File: src/rtl/regfile_wb_arbiter_pkg.sv
// Shared types and constants for the register-file writeback arbiter.
package regfile_wb_pkg;

   localparam int REG_ADDR_W = 5;
   localparam int REG_DATA_W = 32;
   localparam int NUM_REGS   = 32;

   // One pending register-file write.
   typedef struct packed {
      logic [REG_ADDR_W-1:0] addr;
      logic [REG_DATA_W-1:0] data;
   } wb_entry_t;

endpackage

File: src/rtl/regfile_wb_arbiter_if.sv
// Requester-side handshake plus the register-file write port and hazard mask.
interface regfile_wb_arbiter_if #(
   parameter int NREQ = 2
);
   import regfile_wb_pkg::*;

   logic [NREQ-1:0]                 req_valid;
   logic [NREQ-1:0][REG_ADDR_W-1:0] req_addr;
   logic [NREQ-1:0][REG_DATA_W-1:0] req_data;
   logic [NREQ-1:0]                 req_ready;
   logic                            we;
   logic [REG_ADDR_W-1:0]           wa;
   logic [REG_DATA_W-1:0]           wd;
   logic [NUM_REGS-1:0]             busy;

   // Requesters / testbench side.
   modport master (
      output req_valid, req_addr, req_data,
      input  req_ready, we, wa, wd, busy
   );

   // Arbiter side.
   modport slave (
      input  req_valid, req_addr, req_data,
      output req_ready, we, wa, wd, busy
   );

endinterface

File: src/rtl/regfile_wb_arbiter_wb_fifo.sv
// Per-requester writeback FIFO. Slot valid bits double as the occupancy
// state and as the per-entry view used to build the pending-write mask.
module wb_fifo
   import regfile_wb_pkg::*;
#(
   parameter int DEPTH = 2
) (
   input  logic                  clk,
   input  logic                  reset,
   input  logic                  i_push,
   input  wb_entry_t             i_din,
   output logic                  o_full,
   input  logic                  i_pop,
   output wb_entry_t             o_head,
   output logic                  o_empty,
   output logic [DEPTH-1:0]      o_vld,
   output wb_entry_t [DEPTH-1:0] o_mem
);

   localparam int PW = $clog2(DEPTH);

   wb_entry_t [DEPTH-1:0] r_mem;
   logic      [DEPTH-1:0] r_vld;
   logic      [PW-1:0]    r_wptr;
   logic      [PW-1:0]    r_rptr;
   logic                  w_do_push;
   logic                  w_do_pop;

   // Slots fill in order, so the write slot is occupied only when full and
   // the read slot is free only when empty.
   assign o_full    = r_vld[r_wptr];
   assign o_empty   = ~r_vld[r_rptr];
   assign w_do_push = i_push & ~o_full;
   assign w_do_pop  = i_pop & ~o_empty;
   assign o_head    = r_mem[r_rptr];
   assign o_vld     = r_vld;
   assign o_mem     = r_mem;

   // Occupancy and pointers; push and pop never target the same slot.
   always_ff @(posedge clk) begin
      if (reset) begin
         r_vld  <= '0;
         r_wptr <= '0;
         r_rptr <= '0;
      end else begin
         if (w_do_push) begin
            r_vld[r_wptr] <= 1'b1;
            r_wptr        <= r_wptr + PW'(1);
         end
         if (w_do_pop) begin
            r_vld[r_rptr] <= 1'b0;
            r_rptr        <= r_rptr + PW'(1);
         end
      end
   end

   // Entry storage.
   // NOTE: payload is not reset; r_vld gates every use of it, so reset only the valid bits.
   always_ff @(posedge clk) begin
      if (w_do_push) r_mem[r_wptr] <= i_din;
   end

endmodule

File: src/rtl/regfile_wb_arbiter.sv
// Shares the register-file write port between NREQ requesters: private
// FIFOs, a round-robin scheduler, a registered write stage and a
// pending-write mask for hazard detection.
module regfile_wb_arbiter
   import regfile_wb_pkg::*;
#(
   parameter int NREQ  = 2,
   parameter int DEPTH = 2
) (
   input logic                 clk,
   input logic                 reset,
   regfile_wb_arbiter_if.slave bus
);

   localparam int PW = (NREQ > 1) ? $clog2(NREQ) : 1;

   logic      [NREQ-1:0]     w_full;
   logic      [NREQ-1:0]     w_empty;
   logic      [NREQ-1:0]     w_pop;
   wb_entry_t                w_din  [NREQ];
   wb_entry_t                w_head [NREQ];
   logic      [DEPTH-1:0]    w_vld  [NREQ];
   wb_entry_t [DEPTH-1:0]    w_mem  [NREQ];

   logic                     w_gnt_vld;
   logic      [PW-1:0]       w_gnt_idx;
   logic      [PW-1:0]       w_rr_next;
   wb_entry_t                w_gnt_head;
   logic      [NUM_REGS-1:0] w_busy;

   logic      [PW-1:0]       r_rr_ptr;
   logic                     r_we;
   logic      [REG_ADDR_W-1:0] r_wa;
   logic      [REG_DATA_W-1:0] r_wd;

   for (genvar gi = 0; gi < NREQ; gi++) begin : g_req
      assign w_din[gi].addr = bus.req_addr[gi];
      assign w_din[gi].data = bus.req_data[gi];

      wb_fifo #(.DEPTH(DEPTH)) u_fifo (
         .clk     (clk),
         .reset   (reset),
         .i_push  (bus.req_valid[gi]),
         .i_din   (w_din[gi]),
         .o_full  (w_full[gi]),
         .i_pop   (w_pop[gi]),
         .o_head  (w_head[gi]),
         .o_empty (w_empty[gi]),
         .o_vld   (w_vld[gi]),
         .o_mem   (w_mem[gi])
      );
   end

   // Ready reflects FIFO occupancy only; a same-cycle pop does not free a slot.
   assign bus.req_ready = ~w_full;

   // Round-robin search: first non-empty FIFO at or after r_rr_ptr.
   // NOTE: every always_comb output gets a default first so no path can infer a latch.
   always_comb begin
      int              idx;
      logic [PW-1:0]   v_idx;
      idx       = 0;
      v_idx     = '0;
      w_gnt_vld = 1'b0;
      w_gnt_idx = r_rr_ptr;
      for (int k = 0; k < NREQ; k++) begin
         idx = int'(r_rr_ptr) + k;
         if (idx >= NREQ) idx = idx - NREQ;
         v_idx = PW'(idx);
         if (!w_gnt_vld && !w_empty[v_idx]) begin
            w_gnt_vld = 1'b1;
            w_gnt_idx = v_idx;
         end
      end
   end

   // Pop the granted head and compute the pointer that follows it.
   always_comb begin
      w_pop = '0;
      if (w_gnt_vld) w_pop[w_gnt_idx] = 1'b1;
      w_rr_next  = (w_gnt_idx == PW'(NREQ - 1)) ? '0 : w_gnt_idx + PW'(1);
      w_gnt_head = w_head[w_gnt_idx];
   end

   // Write stage and scheduler pointer; r0 writes are consumed silently.
   always_ff @(posedge clk) begin
      if (reset) begin
         r_rr_ptr <= '0;
         r_we     <= 1'b0;
         r_wa     <= '0;
         r_wd     <= '0;
      end else if (w_gnt_vld) begin
         r_rr_ptr <= w_rr_next;
         r_we     <= (w_gnt_head.addr != '0);
         r_wa     <= w_gnt_head.addr;
         r_wd     <= w_gnt_head.data;
      end else begin
         r_we     <= 1'b0;
      end
   end

   // Pending-write mask: every queued entry plus the live write stage.
   always_comb begin
      w_busy = '0;
      for (int i = 0; i < NREQ; i++) begin
         for (int j = 0; j < DEPTH; j++) begin
            if (w_vld[i][j]) w_busy[w_mem[i][j].addr] = 1'b1;
         end
      end
      if (r_we) w_busy[r_wa] = 1'b1;
      w_busy[0] = 1'b0;
   end

   assign bus.we   = r_we;
   assign bus.wa   = r_wa;
   assign bus.wd   = r_wd;
   assign bus.busy = w_busy;

endmodule

File: src/flat_wrapper.sv
// flat-port wrapper written by rule: the top's interface ports become plain ports
module regfile_wb_arbiter_flat import regfile_wb_pkg::*;
#(
   parameter int NREQ  = 2,
   parameter int DEPTH = 2
)
  (clk, reset, bus_req_valid, bus_req_addr, bus_req_data, bus_req_ready, bus_we, bus_wa, bus_wd, bus_busy);
  regfile_wb_arbiter_if #(.NREQ(NREQ)) bus_i ();
  input logic clk;
  input logic reset;
  input wire logic [$bits(bus_i.req_valid)-1:0] bus_req_valid;
  input wire logic [$bits(bus_i.req_addr)-1:0] bus_req_addr;
  input wire logic [$bits(bus_i.req_data)-1:0] bus_req_data;
  output wire logic [$bits(bus_i.req_ready)-1:0] bus_req_ready;
  output wire logic [$bits(bus_i.we)-1:0] bus_we;
  output wire logic [$bits(bus_i.wa)-1:0] bus_wa;
  output wire logic [$bits(bus_i.wd)-1:0] bus_wd;
  output wire logic [$bits(bus_i.busy)-1:0] bus_busy;
  assign bus_i.req_valid = bus_req_valid;
  assign bus_i.req_addr = bus_req_addr;
  assign bus_i.req_data = bus_req_data;
  assign bus_req_ready = bus_i.req_ready;
  assign bus_we = bus_i.we;
  assign bus_wa = bus_i.wa;
  assign bus_wd = bus_i.wd;
  assign bus_busy = bus_i.busy;
  regfile_wb_arbiter #(.NREQ(NREQ), .DEPTH(DEPTH)) u_core (.clk(clk), .reset(reset), .bus(bus_i));
endmodule
File: config.mk
export PLATFORM = sky130hd
export DESIGN_NAME = regfile_wb_arbiter_flat
export DESIGN_NICKNAME = d
export VERILOG_FILES = /design/src/rtl/regfile_wb_arbiter_pkg.sv /design/src/rtl/regfile_wb_arbiter_if.sv /design/src/rtl/regfile_wb_arbiter_wb_fifo.sv /design/src/rtl/regfile_wb_arbiter.sv /design/src/flat_wrapper.sv
export SDC_FILE = /design/constraint.sdc
export NUM_CORES = 1
export LEC_CHECK = 0
export ABC_CLOCK_PERIOD_IN_PS = 4700
export CAP_MARGIN = 20
export CORE_MARGIN = 2
export CORE_UTILIZATION = 45
export CTS_CLUSTER_DIAMETER = 100
export DETAILED_ROUTE_END_ITERATION = 12
export PLACE_DENSITY = 0.71
export SYNTH_ARGS = -nofsm -noshare
export SYNTH_HDL_FRONTEND = slang
export SYNTH_SLANG_ARGS = --single-unit
File: constraint.sdc
create_clock -name clk -period 4.7 [get_ports clk]
set_clock_uncertainty 0.2 [all_clocks]
set_input_delay 0.94 -clock clk [delete_from_list [all_inputs] [get_ports clk]]
set_output_delay 0.94 -clock clk [all_outputs]
set_load 0.03 [all_outputs]
==> results of run 1 <==
## kinds of logic after synthesis
kind of cell / share of synthesized area
buffers and inverters: 0.0291
DFF: 0.642
xor gates and xnor gates: 0.00104
and+or+nand+nor: 0.124
muxes: 0.0674
other: 0.000447
AOI/OAI and AO/OA: 0.135
adders and majority gates: 0.00134
## flip-flops by register name, indices dropped and copies added, names as in the netlist
signal,count
u_core.g_req.u_fifo.o_mem,148
u_core.bus.wd,32
u_core.bus.wa,5
u_core.g_req.u_fifo.o_vld,4
u_core.g_req.u_fifo.r_rptr,2
u_core.g_req.u_fifo.r_wptr,2
u_core.bus.we,1
u_core.r_rr_ptr,1
## per-layer routing
metal | track usage | part of all wire | vias to the layer above
li1 | - | - | 2800
met1 | 0.305 | 0.42 | 3060
met2 | 0.407 | 0.49 | 282
met3 | 0.0636 | 0.068 | 50
met4 | 0.0832 | 0.024 | 0
met5 | 0 | 0 | -
## worst max-delay path: cells and delay by family, from the launching register on
kind                   cells  cell delay (ns)
AOI/OAI and AO/OA          1             0.19
and+or+nand+nor            2             0.74
buffers and inverters      1             0.68
DFF                        1             0.59
## worst max path at each step
stage | slack, ns | from | endpoint
floorplan | 0.24 | bus_req_valid[0] | u_core.g_req[0].u_fifo.o_mem[0]
global placement | 1.39 | u_core.bus.wa[2] | bus_busy[4]
detailed placement | 1.42 | u_core.g_req[0].u_fifo.o_vld[0] | bus_busy[28]
CTS | 0.94 | u_core.g_req[0].u_fifo.o_vld[0] | bus_busy[28]
global route | 0.83 | u_core.g_req[1].u_fifo.o_mem[71] | bus_busy[9]
finish | 0.93 | u_core.bus.wa[2] | bus_busy[7]
## stage by stage
| step | hold slack, ns | cell area (sq um) | setup WS (ns) | utilization | instances |
|---|---|---|---|---|---|
| floorplan | 0.295 | 8390 | 0.243 | - | 652 |
| global placement | 0.307 | 9980 | 1.39 | 0.550 | 985 |
| detailed placement | 0.331 | 9980 | 1.42 | 0.550 | 985 |
| CTS | 0.336 | 10600 | 0.936 | 0.582 | 1017 |
| global route | 0.367 | 10600 | 0.835 | 0.582 | 1017 |
| finish | 0.332 | 10600 | 0.928 | 0.582 | 1017 |
## power by group through the flow
stage	combinational, mW	clock [mW]	sequential [mW]
3_3_place_gp	0.880	0	2.20
4_1_cts	0.900	1.44	2.17
6_report	0.897	1.42	2.17
5_1_grt	0.955	1.51	2.19
2_1_floorplan	0.492	0	2.24
3_5_place_dp	0.895	0	2.21
## cell usage in the layout, fill, tap and decap left out, types with 2 or more instances in the layout
cell / instances
buf_4: 6
clkinv_2: 2
a211oi_1: 2
clkinv_8: 2
a22oi_1: 92
nand2_1: 24
mux2i_1: 19
nand3_1: 25
clkinv_4: 3
clkdlybuf4s50_1: 147
inv_6: 3
o22ai_1: 16
or3b_2: 5
a21oi_1: 34
edfxtp_1: 148
nor2_1: 54
clkbuf_16: 17
nand3b_1: 20
and3b_2: 2
mux2_2: 32
nor3_1: 16
or2_2: 5
nor3b_1: 20
dfxtp_1: 46
and3_1: 5
and3b_1: 5
nand2b_1: 2
nor3b_2: 2
o221ai_1: 16
## area by class of cell
type	instances	area, sq um	area share
Sequential cell	195	5390	0.510
Tap cell	229	287	0.0271
Clock buffer	19	443	0.0419
Timing Repair Buffer	154	1520	0.144
Multi-Input combinational cell	407	2780	0.263
Clock inverter	13	144	0.0136
==> results.json, run 1 <==
{
  "timing.slew.headroom": 0.311,
  "drive_gt1_frac": 0.115,
  "synthFlopType": "edfxtp_1",
  "clk_pin_slew_worst_paths_ns": 0.07,
  "start_util": 0.462,
  "die_w_microns": 141,
  "post_drt_wl_per_cell_microns": 23.5,
  "p_int_mw": 3.17,
  "cpPeakStageDelay_ns": 0.68,
  "worst_slew_pin_slew_ns": 1.03,
  "cts.path.max_buffers": 2,
  "fin_nets": 853,
  "worstHoldStart": "u_core.g_req[0].u_fifo.o_mem[67]",
  "setup_viol": 0,
  "path_class": "flop to output pin",
  "htreeDepth": 4,
  "seqPwrFrac": 0.484,
  "place.gp.congestion": 0.954,
  "max_freq_mhz": 265,
  "drt_iter0_markers": 452,
  "pin_count": 150,
  "rr_startpoint": "u_core.g_req[0].u_fifo.r_rptr",
  "grt_first_pass_wirelength_microns": 36200,
  "numClockSinks": 195,
  "ys_seq_elements": 195,
  "finalCritPeriodShare": 0.803,
  "die_y_microns": 141,
  "p_leak_nw": 3.38,
  "worstPathMaxFanout": 10,
  "cp-start-kind": "flop",
  "grt_max_degree": 48,
  "synth.area.top_cells": "edfxtp_1 (53%), dfxtp_1 (11%), a22oi_1 (8.2%), mux2_2 (4.3%), nor2_1 (2.5%)",
  "antenna_left": 0,
  "postCtsSetupBuffers": 0,
  "synth.most_common_cell": "edfxtp_1",
  "p_per_area_mw_per_mm2": 425,
  "reg2reg_slack_ns": 1.77,
  "required_ns": 3.56,
  "finalPower_mw": 4.49,
  "synth_nets": 730,
  "rsz0062_at_grt": "no",
  "drt-vias-per-instance": 6.09,
  "maxCapViolations": 0,
  "grt_pass1_vias": 6284,
  "n_fill_cell": 1470,
  "p_sw_mw": 1.31,
  "crit_chain": "nor3b_1 -> a22oi_1 -> nand3_1 -> clkdlybuf4s50_1",
  "numCtsBuffers": 17,
  "clock_latency_ns": 0.43,
  "r2r-end": "u_core.g_req[1].u_fifo.o_vld[1]",
  "area_delta_synth_final_pct": 25.9,
  "cts_resized": 0,
  "rows": 49,
  "hold_path_class": "flop to flop",
  "vias": 6192,
  "antenna_found_initial": 0,
  "root_buffer": "clkbuf_16",
  "status": "complete, no violations",
  "cts_tree": "yes",
  "p_sw_frac": 0.293,
  "hold_depth": 2,
  "maxSlewViolCount": 0,
  "mappedNetlistArea_sq_mm": 0.00839,
  "grtUsageTotal": 0.242,
  "wl_microns": 23900,
  "rr_worst_depth": 6,
  "yosysWarnings": 0,
  "syn_inst": 652,
  "worstSetupEndpointType": "output pin",
  "cts_hold_buf": 0,
  "combPwrFrac": 0.200,
  "synth_common_cells": "edfxtp_1 (148), a22oi_1 (92), nor2_1 (55), dfxtp_1 (47), a21oi_1 (34)",
  "synth_top_area_frac": 0.530,
  "fp.dieArea_sq_mm": 0.0197,
  "synth_largest_area_cell": "edfxtp_1",
  "worstPathArrival_ns": 2.63,
  "pwr-share-clk": 0.316,
  "finalHoldViolCount": 0,
  "async_flop_share": 0,
  "ys_seq_area_frac": 0.642,
  "synth_edf_count": 148,
  "grt-ovfl-total": 0,
  "critical-path-slowest-cell": "clkdlybuf4s50_1",
  "num_antenna_cells": 0,
  "setup_tns_ns": 0,
  "whs_endpoint": "u_core.bus.wd[30]",
  "avgSynthCellArea_sq_um": 12.9,
  "period_minus_slack_ns": 3.77,
  "core_sq_mm": 0.0181,
  "drc_errors": 0,
  "dr.pass1.iters": 5,
  "dp_hpwl_microns": 16300,
  "synth_cell_types": 34,
  "portBuffers": 148,
  "ir_drop_mv": 0.364
}
No activity file was read; power rests on OpenSTA's default activity.
==> run 2, diff against run 1 <==
ABC_CLOCK_PERIOD_IN_PS = 3900   (was 4700)
PLACE_DENSITY = 0.68   (was 0.71)
clock period = 3.9 ns   (was 4.7 ns; I/O delays follow)
==> run 2 against run 1 <==
Compared with the run above: sequential power up 20%; combinational power grew 23%; via count fell by 1.4%; non-clock buffer count is 8 higher; wire length shrank 2.6%; critical endpoint is now bus_busy[28].
==> results.json, run 2 (same netlist as run 1, synthesis figures left out) <==
{
  "final_cell_mix": "edfxtp_1 (148), clkdlybuf4s50_1 (147), a22oi_1 (92)",
  "timing.slew.headroom": 0.312,
  "drt-vias-per-instance": 5.95,
  "grt_max_degree": 48,
  "grtUsageTotal": 0.234,
  "start_util": 0.462,
  "die_w_microns": 141,
  "final_area_sq_mm": 0.0107,
  "worstSetupEndpointType": "output pin",
  "cts_tree": "yes",
  "postCtsSetupBuffers": 0,
  "place.gp.congestion": 0.953,
  "cts.path.max_buffers": 2,
  "core_sq_mm": 0.0181,
  "die_y_microns": 141,
  "finalHoldViolCount": 0,
  "pin_count": 150,
  "max_freq_mhz": 275,
  "maxSlewViolCount": 0,
  "post_dp_cell_area_sq_mm": 0.0100,
  "setup_slack_ns": 0.262,
  "hold_path_class": "flop to flop",
  "cts_hold_buf": 0,
  "worst_slew_pin_slew_ns": 1.03,
  "dp_hpwl_microns": 16100,
  "rsz0062_at_grt": "no",
  "p_leak_nw": 3.43,
  "worstPathArrival_ns": 2.66,
  "num_antenna_cells": 0,
  "finalCritPeriodShare": 0.933,
  "path_class": "flop to output pin",
  "grt-ovfl-total": 0,
  "ir_drop_mv": 0.334,
  "grt_pass1_vias": 6223,
  "worstPathMaxFanout": 12,
  "clk_pin_slew_worst_paths_ns": 0.08,
  "largest_register_ffs": 148,
  "rows": 49,
  "grt_first_pass_wirelength_microns": 35000,
  "cts_resized": 0,
  "post_drt_wl_per_cell_microns": 22.7,
  "maxCapViolations": 0,
  "dr.pass1.iters": 5,
  "cp-start-kind": "flop",
  "fp.dieArea_sq_mm": 0.0197,
  "setup_viol": 0,
  "required_ns": 2.92,
  "drc_errors": 0,
  "fin_nets": 861,
  "wl_microns": 23300,
  "htreeDepth": 4,
  "root_buffer": "clkbuf_16",
  "vias": 6103,
  "dp_slack_ns": 0.742,
  "n_fill_cell": 1465,
  "final_common_cell": "edfxtp_1",
  "drive_gt1_frac": 0.124,
  "period_minus_slack_ns": 3.64,
  "drt_iter0_markers": 460,
  "status": "complete, no violations",
  "setup_tns_ns": 0,
  "portBuffers": 148,
  "antenna_left": 0,
  "clock_latency_ns": 0.42,
  "p_per_area_mw_per_mm2": 514,
  "numCtsBuffers": 17,
  "antenna_found_initial": 0,
  "numClockSinks": 195,
  "area_delta_synth_final_pct": 27.1
}
run 2: cell types whose count changed in the layout (fill, tap and decap cells not counted), moves of 2 or more:
cell / previous run / this run
nor3b_4: 1 / 3
clkinv_2: 2 / 0
nor3b_2: 2 / 0
buf_4: 6 / 14
clkinv_8: 2 / 5
run 2: critical path, cell delays in order (launching register included):
cell	delay [ns]
dfxtp_1	0.61
or3b_2	0.56
o22ai_1	0.15
nor2_1	0.06
o221ai_1	0.12
clkdlybuf4s50_1	0.74
run 2: routing by layer:
metal | vias to the layer above | GRT usage | routed length, microns
met5 | - | 0 | 0
met4 | 0 | 0.0695 | 342
met3 | 27 | 0.0632 | 1700
met2 | 254 | 0.391 | 11400
met1 | 3007 | 0.301 | 9790
li1 | 2815 | - | -
run 2: through the flow:
stage / util / hold slack (ns) / std cells / total power [mW]
floorplan: - / 0.295 / 652 / 3.29
global placement: 0.554 / 0.307 / 993 / 3.73
detailed placement: 0.554 / 0.331 / 993 / 3.75
CTS: 0.588 / 0.349 / 1025 / 5.52
global route: 0.588 / 0.366 / 1025 / 5.69
finish: 0.588 / 0.340 / 1025 / 5.48
run 2: path summary, 6_finish.rpt:
check | startpoint | to | slack [ns] | depth (start not counted)
setup / recovery | u_core.g_req[0].u_fifo.o_vld[0] | bus_busy[28] | 0.26 | 5
setup reg to reg | u_core.g_req[0].u_fifo.r_rptr | u_core.bus.wd[21] | 1.08 | 5
hold / removal | u_core.g_req[0].u_fifo.o_mem[67] | u_core.bus.wd[30] | 0.34 | 2
hold reg to reg | u_core.g_req[0].u_fifo.o_mem[67] | u_core.bus.wd[30] | 0.34 | 2
run 2: report_power, final:
| part | total (mW) | switching, mW | internal (mW) |
|---|---|---|---|
| Sequential | 2.61 | 0.157 | 2.45 |
| Combinational | 1.10 | 0.637 | 0.465 |
| Clock | 1.78 | 0.849 | 0.928 |
run 2: cell type report:
type,count,area (sq um),share of cell area
Clock inverter,14,188,0.0176
Clock buffer,18,429,0.0402
Multi-Input combinational cell,407,2790,0.262
Sequential cell,195,5390,0.505
Timing Repair Buffer,162,1580,0.148
Tap cell,229,287,0.0269
